## config.mk

```make
export PLATFORM = sky130hd
export DESIGN_NAME = uart_tx_ctrl
export DESIGN_NICKNAME = d
export VERILOG_FILES = /design/src/rtl/uart_tx_ctrl.sv
export SDC_FILE = /design/constraint.sdc
export NUM_CORES = 1
export LEC_CHECK = 0
export ABC_AREA = 1
export CORE_ASPECT_RATIO = 0.75
export CORE_MARGIN = 5
export CORE_UTILIZATION = 35
export DETAILED_ROUTE_END_ITERATION = 10
export PLACE_DENSITY = 0.63
export SLEW_MARGIN = 20
export SYNTH_ARGS = -nofsm -noshare
export SYNTH_HDL_FRONTEND = slang
export SYNTH_SLANG_ARGS = --single-unit
export TNS_END_PERCENT = 10
```

## constraint.sdc

```tcl
create_clock -name clock_i -period 3.1 [get_ports clock_i]
set_input_delay 0.465 -clock clock_i [delete_from_list [all_inputs] [get_ports clock_i]]
set_output_delay 0.465 -clock clock_i [all_outputs]
set_load 0.005 [all_outputs]
```

## src/rtl/uart_tx_ctrl.sv

```systemverilog
// uart_tx_ctrl - UART transmit controller.
//
// Accepts one byte per valid/ready handshake and serialises it as a frame:
// start bit (0), DATA_BITS data bits LSB first, optional even parity bit,
// STOP_BITS stop bits (1). Bit timing comes from a down-counter running on
// clock_i that is reloaded at every bit boundary, so no derived clock exists.
//
// Optional feature macro: UART_TX_PARITY_EN
//   defined   -> PARITY state after DATA sends the XOR of the data bits
//   undefined -> DATA goes straight to STOP, no parity logic
//
// Ports:
//   clock_i     system clock, posedge
//   reset_i     asynchronous active-high reset
//   tx_data_i   byte to send, sampled only on acceptance
//   tx_valid_i  producer has tx_data_i available
//   tx_ready_o  controller can accept a byte (IDLE only)
//   tx_o        serial line, idles high
//   busy_o      high from the cycle after acceptance through the last stop cycle
//   done_o      one-cycle pulse in the first IDLE cycle after a frame
//
// state  | meaning
// IDLE   | line high, waiting for a byte
// START  | start bit (0) for one bit period
// DATA   | data bits, LSB first, from the shift register
// PARITY | even parity bit (only with UART_TX_PARITY_EN)
// STOP   | stop bit(s), line high

module uart_tx_ctrl #(
    parameter int CLKS_PER_BIT = 868,
    parameter int DATA_BITS    = 8,
    parameter int STOP_BITS    = 1
) (
    input  logic                 clock_i,
    input  logic                 reset_i,
    input  logic [DATA_BITS-1:0] tx_data_i,
    input  logic                 tx_valid_i,
    output logic                 tx_ready_o,
    output logic                 tx_o,
    output logic                 busy_o,
    output logic                 done_o
);

    localparam int CW = $clog2(CLKS_PER_BIT);
    localparam int IW = $clog2(DATA_BITS);
    localparam logic [CW-1:0] CNT_MAX   = CW'(CLKS_PER_BIT - 1);
    localparam logic [IW-1:0] DATA_LAST = IW'(DATA_BITS - 1);
    localparam logic [IW-1:0] STOP_LAST = IW'(STOP_BITS - 1);

    typedef enum logic [2:0] {
        S_IDLE  = 3'd0,
        S_START = 3'd1,
        S_DATA  = 3'd2,
`ifdef UART_TX_PARITY_EN
        S_PARITY = 3'd4,
`endif
        S_STOP  = 3'd3
    } state_t;

    state_t                 state_q, state_d;
    logic [CW-1:0]          cnt_q, cnt_d;
    logic [IW-1:0]          idx_q, idx_d;
    logic [DATA_BITS-1:0]   shreg_q, shreg_d;
    logic                   tx_q, tx_d;
    logic                   ready_q, ready_d;
    logic                   busy_q, busy_d;
    logic                   done_q, done_d;
    logic                   bit_end;
`ifdef UART_TX_PARITY_EN
    logic                   par_q, par_d;
`endif

    assign bit_end = (cnt_q == '0);

    // State and datapath registers
    always_ff @(posedge clock_i or posedge reset_i) begin
        if (reset_i) begin
            state_q <= S_IDLE;
            cnt_q   <= '0;
            idx_q   <= '0;
            shreg_q <= '0;
            tx_q    <= 1'b1;
            ready_q <= 1'b1;
            busy_q  <= 1'b0;
            done_q  <= 1'b0;
`ifdef UART_TX_PARITY_EN
            par_q   <= 1'b0;
`endif
        end else begin
            state_q <= state_d;
            cnt_q   <= cnt_d;
            idx_q   <= idx_d;
            shreg_q <= shreg_d;
            tx_q    <= tx_d;
            ready_q <= ready_d;
            busy_q  <= busy_d;
            done_q  <= done_d;
`ifdef UART_TX_PARITY_EN
            par_q   <= par_d;
`endif
        end
    end

    // Next state, bit timer, index (data bit or stop bit), shift register
    always_comb begin
        state_d = state_q;
        cnt_d   = cnt_q;
        idx_d   = idx_q;
        shreg_d = shreg_q;
`ifdef UART_TX_PARITY_EN
        par_d   = par_q;
`endif
        if (state_q != S_IDLE) begin
            cnt_d = bit_end ? CNT_MAX : cnt_q - 1'b1;
        end
        case (state_q)
            S_IDLE: begin
                if (tx_valid_i && ready_q) begin
                    state_d = S_START;
                    cnt_d   = CNT_MAX;
                    idx_d   = '0;
                    shreg_d = tx_data_i;
`ifdef UART_TX_PARITY_EN
                    par_d   = 1'b0;
`endif
                end
            end
            S_START: begin
                if (bit_end) begin
                    state_d = S_DATA;
                    idx_d   = '0;
                end
            end
            S_DATA: begin
                if (bit_end) begin
                    shreg_d = shreg_q >> 1;
`ifdef UART_TX_PARITY_EN
                    par_d   = par_q ^ shreg_q[0];
`endif
                    if (idx_q == DATA_LAST) begin
                        idx_d = '0;
`ifdef UART_TX_PARITY_EN
                        state_d = S_PARITY;
`else
                        state_d = S_STOP;
`endif
                    end else begin
                        idx_d = idx_q + 1'b1;
                    end
                end
            end
`ifdef UART_TX_PARITY_EN
            S_PARITY: begin
                if (bit_end) begin
                    state_d = S_STOP;
                    idx_d   = '0;
                end
            end
`endif
            S_STOP: begin
                if (bit_end) begin
                    if (idx_q == STOP_LAST) begin
                        state_d = S_IDLE;
                    end else begin
                        idx_d = idx_q + 1'b1;
                    end
                end
            end
            default: state_d = S_IDLE;
        endcase
    end

    // Outputs are computed from the next state so the registered pins
    // change on the same edge as the state itself.
    always_comb begin
        ready_d = (state_d == S_IDLE);
        busy_d  = (state_d != S_IDLE);
        done_d  = (state_q == S_STOP) && (state_d == S_IDLE);
        case (state_d)
            S_START:  tx_d = 1'b0;
            S_DATA:   tx_d = shreg_d[0];
`ifdef UART_TX_PARITY_EN
            S_PARITY: tx_d = par_d;
`endif
            default:  tx_d = 1'b1;
        endcase
    end

    assign tx_o       = tx_q;
    assign tx_ready_o = ready_q;
    assign busy_o     = busy_q;
    assign done_o     = done_q;

endmodule

```

**Yosys cells after proc, flatten, opt, wreduce, memory -nomap -nowiden**

Index checks and enable logic that the tools add are counted.

- Add/sub/neg operators: 2
- Reduce and logical (&&, ||, !) cells: 12
- Equal/unequal tests: 11
- Muxes and demuxes: 22

Operator list:

| kind | number |
|---|---|
| 10-bit two-way mux | 4 |
| 3-bit two-way mux | 12 |
| 3-bit case mux with 4 select lines | 2 |
| 8-bit two-way mux | 2 |
| 8-bit case mux with 2 select lines | 1 |
| 10-bit logical NOT | 1 |
| 2-bit != test (second input constant) | 5 |
| 10-bit by 1-bit subtractor with 10-bit output (second input constant) | 1 |
| 3-bit by 2-bit equality test with 1-bit output (second input constant) | 3 |
| 3-bit logical NOT | 3 |
| 3-bit by 1-bit equality test with 1-bit output (second input constant) | 2 |
| 6-bit AND reduction | 1 |
| 3-bit nonzero test | 2 |
| 4-bit nonzero test | 1 |
| 3-bit by 1-bit adder with 3-bit output (second input constant) | 1 |
| 3-bit equality test (second input constant) | 1 |
| 3-bit AND reduction | 1 |
| 1-bit logical AND | 2 |
| 1-bit case mux with 2 select lines | 1 |
| 2-bit nonzero test | 1 |

- Word-level logic and storage cells: 56
- Bits of input ports: 11
- Register bits after elaboration: 28
- Output and inout port bits: 4

**Longest topological paths before layout**

- Word-level depth: 6
- Depth in mapped cells: 10
- Gate-level depth less buffers: 10

**Worst setup path before layout**

OpenSTA, ideal clock, no wires.

- Path kind: reg2reg
- From: register cnt_q[0]
- To: register idx_q[0]
- Arrival time: 1.294 ns
- Clock period less this slack: 1.416 ns
- Data required time: 2.978 ns
- Library setup time: 0.122 ns
- Path slack: 1.684 ns
- Cell stages (with the launch flop): 10
- Cell sequence: dfrtp_1 > inv_1 > ha_1 > nand2_1 > nor2_8 > nand2_4 > nand2_1 > nand3_2 > nor2_1 > a21oi_1

- Cells in the longest elaborated chain, start to end: 3
- Elaborated cells between the ends (all ways): 5
- Those cells by class: eq/ne: 3; reduce/logical: 2

RTL lines:

| item | line | RTL |
|---|---|---|
| start, declared | 61 | `logic [CW-1:0] cnt_q, cnt_d;` |
| start signal, assigned | 91 | `cnt_q <= cnt_d;` |
| 10-bit logical NOT * | 73 | `assign bit_end = (cnt_q == '0);` |
| 2-bit != test (no source line) | - |  |
| 6-bit AND reduction (no source line) * | - |  |
| end signal, assigned | 92 | `idx_q <= idx_d;` |
| end, declared | 62 | `logic [IW-1:0] idx_q, idx_d;` |

Every way passes the cells marked *; elsewhere a longest branch is shown, timed or not.
A chain may end at the register's enable or synchronous reset.

**Final worst setup path**

- From: register ready_q (netlist: tx_ready_o)
- To: output tx_ready_o

RTL lines:

| item | line | RTL |
|---|---|---|
| start, declared | 65 | `logic ready_q, ready_d;` |
| start signal, assigned | 95 | `ready_q <= ready_d;` |
| end, declared | 38 | `output logic tx_ready_o,` |

No word-level cell between the ends.

==> flow_metrics.py <==
metrics = {
    "yosys": {
        "netlist_area_um2": 1550,
        "avgSynthCellArea_um2": 8.29,
        "yosys-top-cells-area": "dfrtp_1, nand2_1, nand3_1, inv_1, nor2_1",
        "async_flop_share_pct": 100,
        "yosysTopAreaCellShare_pct": 42.0,
        "synth_commonest_cells": "nand2_1, dfrtp_1, nand3_1",
        "yosys.cell_count.top_type": "nand2_1",
        "ys_seq_area_share_pct": 45.4,
        "synth_edf_count": 0,
        "synth_top_area_cell": "dfrtp_1",
        "synthCells": 187,
        "ys_ff_latch": 28,
        "ys_warn_count": 0,
        "synth.distinct_cells": 28,
        "synth_nets": 203,
        "synth_flop_cell": "dfrtp_1",
    },
    "final_layout": {
        "multi_input_area_um2": 734,
        "drive_gt1_share_pct": 14.6,
        "design_area_um2": 1820,
        "antenna_cells": 0,
        "final_cells": 262,
        "nFillCells": 454,
        "seqCellArea_um2": 703,
        "areaGrowthSynthToFinish_pct": 17.2,
        "final_nets": 222,
    },
    "setup_path": {
        "arrival_ns": 1.30,
        "cpLargestDelayFamily": "flip-flops",
        "crit_path_max_fanout": 2,
        "cp-end-kind": "output pin",
        "crit_path_top_delay_cell": "dfstp_2",
        "critical_path_class": "reg2out",
        "cp-start-kind": "flip-flop",
        "required_ns": 2.63,
        "crit_buf_inv": 1,
        "cp_slowest_stage_delay_ns": 0.54,
        "crit_chain": "clkdlybuf4s50_1",
    },
    "grt": {
        "use_met3_pct": 3.54,
        "grt_pass1_vias": 1210,
        "grt_max_degree": 29,
        "antenna_found_initial": 0,
        "met1_usage_pct": 17.3,
        "busiest_layer": "met1",
        "gr-total-overflow": 0,
        "grt_pass1_wl_mm": 5.56,
        "grt_use_total_pct": 11.9,
        "use_met2_pct": 17.0,
    },
    "cts": {
        "cts_root_buf": "clkbuf_8",
        "hold_buffers": 0,
        "cts_setup_buffers": 0,
        "cts_tree": "done",
        "cts_made_buffers": 3,
        "htreeDepth": 1,
        "insertion_delay_ns": 0.28,
        "clkTransAtPathRegs_ns": 0.10,
        "clockBufferDepth": 2,
        "clock_sinks": 28,
        "cts-resized-gates": 0,
    },
    "routing": {
        "post_drt_via_cell_ratio": 4.59,
        "wirelength_mm": 2.98,
        "drc": 0,
        "postRouteAntennaNets": 0,
        "avgRoutedWirePerCell_um": 11.4,
        "vias": 1202,
        "drt_iter0_markers": 45,
        "first_pass_iters": 4,
    },
    "placed_design": {
        "gp_congestion": 0.847,
        "dp_hpwl_mm": 2.29,
        "pre_cts_ws_ns": 1.05,
        "dp_cells": 258,
        "place_area_um2": 1760,
        "io_buffers": 14,
    },
    "timing": {
        "setup_slack_ns": 1.33,
        "finalClockSkew_ns": 0.00443,
        "hold_viol": 0,
        "rsz0062_at_grt": "no",
        "drv_slew": 0,
        "max_freq_mhz": 566,
        "setup_violations": 0,
        "fin_setup_tns_ns": 0,
        "period_needed_ns": 1.77,
        "finalCritPeriodShare_pct": 57.0,
    },
    "job": {
        "cap_violations": 0,
    },
    "die": {
        "die_w_um": 86.9,
        "rows": 21,
        "ios": 15,
        "design.die.area_um2": 5870,
        "die_height_um": 67.6,
        "core_area_um2": 4360,
        "initial_core_util_pct": 35.5,
    },
    "power_and_ir_drop": {
        "ir_drop_mv": 0.221,
        "leakage_nw": 0.920,
        "power_density_nw_per_um2": 555,
    },
    "min_path": {
        "min_path_type": "reg2reg",
    },
    "status": {
        "status": "complete, no violations",
    },
}
final timing paths:
kind | end | startpoint | cells past startpoint | slack [ns]
setup / recovery | tx_ready_o | tx_ready_o | 1 | 1.33
hold / removal | shreg_q[1] | shreg_q[1] | 2 | 0.49
setup reg to reg | tx_o | state_q[2] | 8 | 1.38
hold reg to reg | shreg_q[1] | shreg_q[1] | 2 | 0.49
max in group asynchronous | tx_o | reset_i | 3 | 2.25
min in group asynchronous | shreg_q[7] | reset_i | 3 | 0.54
cell type report:
type / instances / area share [%]
Tap cell: 57 / 3.93
Multi-Input combinational cell: 130 / 40.4
Clock buffer: 4 / 3.03
Sequential cell: 28 / 38.7
Timing Repair Buffer: 15 / 8.13
Inverter: 28 / 5.79
metrics by stage:
stage | power [mW] | hold slack, ns | util (%)
2_1_floorplan | 0.712 | 0.443 | -
3_3_place_gp | 0.785 | 0.462 | 40.4
3_5_place_dp | 0.794 | 0.473 | 40.4
4_1_cts | 1.02 | 0.495 | 41.7
5_1_grt | 1.09 | 0.518 | 41.7
6_report | 1.01 | 0.489 | 41.7
cell families after synthesis:
| group | share of synthesized area, % |
|---|---|
| other cells | 0.242 |
| flops | 45.4 |
| compound gates | 5.17 |
| simple gates | 34.5 |
| fa+ha+maj | 4.04 |
| buf+inv | 7.26 |
| xor+xnor | 3.39 |
placed cells by master (no fill, tap or decap), types with 4 or more instances in the layout:
cell type,netlist,routed
inv_1,22,22
ha_1,5,5
a21oi_1,4,4
xor2_1,5,5
inv_2,6,6
o21ai_0,4,4
clkbuf_8,0,4
nor2_1,18,18
dfrtp_1,26,26
nand3_1,24,24
nand2_1,42,42
clkdlybuf4s50_1,0,14
state kept, by name, summed over array words and instances (netlist names):
| name | flops |
|---|---|
| busy_o | 1 |
| state_q | 3 |
| cnt_q | 10 |
| tx_ready_o | 1 |
| idx_q | 3 |
| done_o | 1 |
| tx_o | 1 |
| shreg_q | 8 |
where the power goes:
group,internal (mW),total (mW),switching [mW]
Combinational,0.114,0.280,0.166
Clock,0.114,0.228,0.114
Sequential,0.445,0.500,0.0547
per-layer routing:
metal / part of all wire, % / up-vias / wire (µm)
met2: 41 / 17 / 1230
li1: - / 620 / -
met1: 53 / 563 / 1590
met4: 0.60 / 0 / 18
met3: 4.7 / 2 / 141
met5: 0 / - / 0
Note: power is estimated with default switching activity, not from simulation.
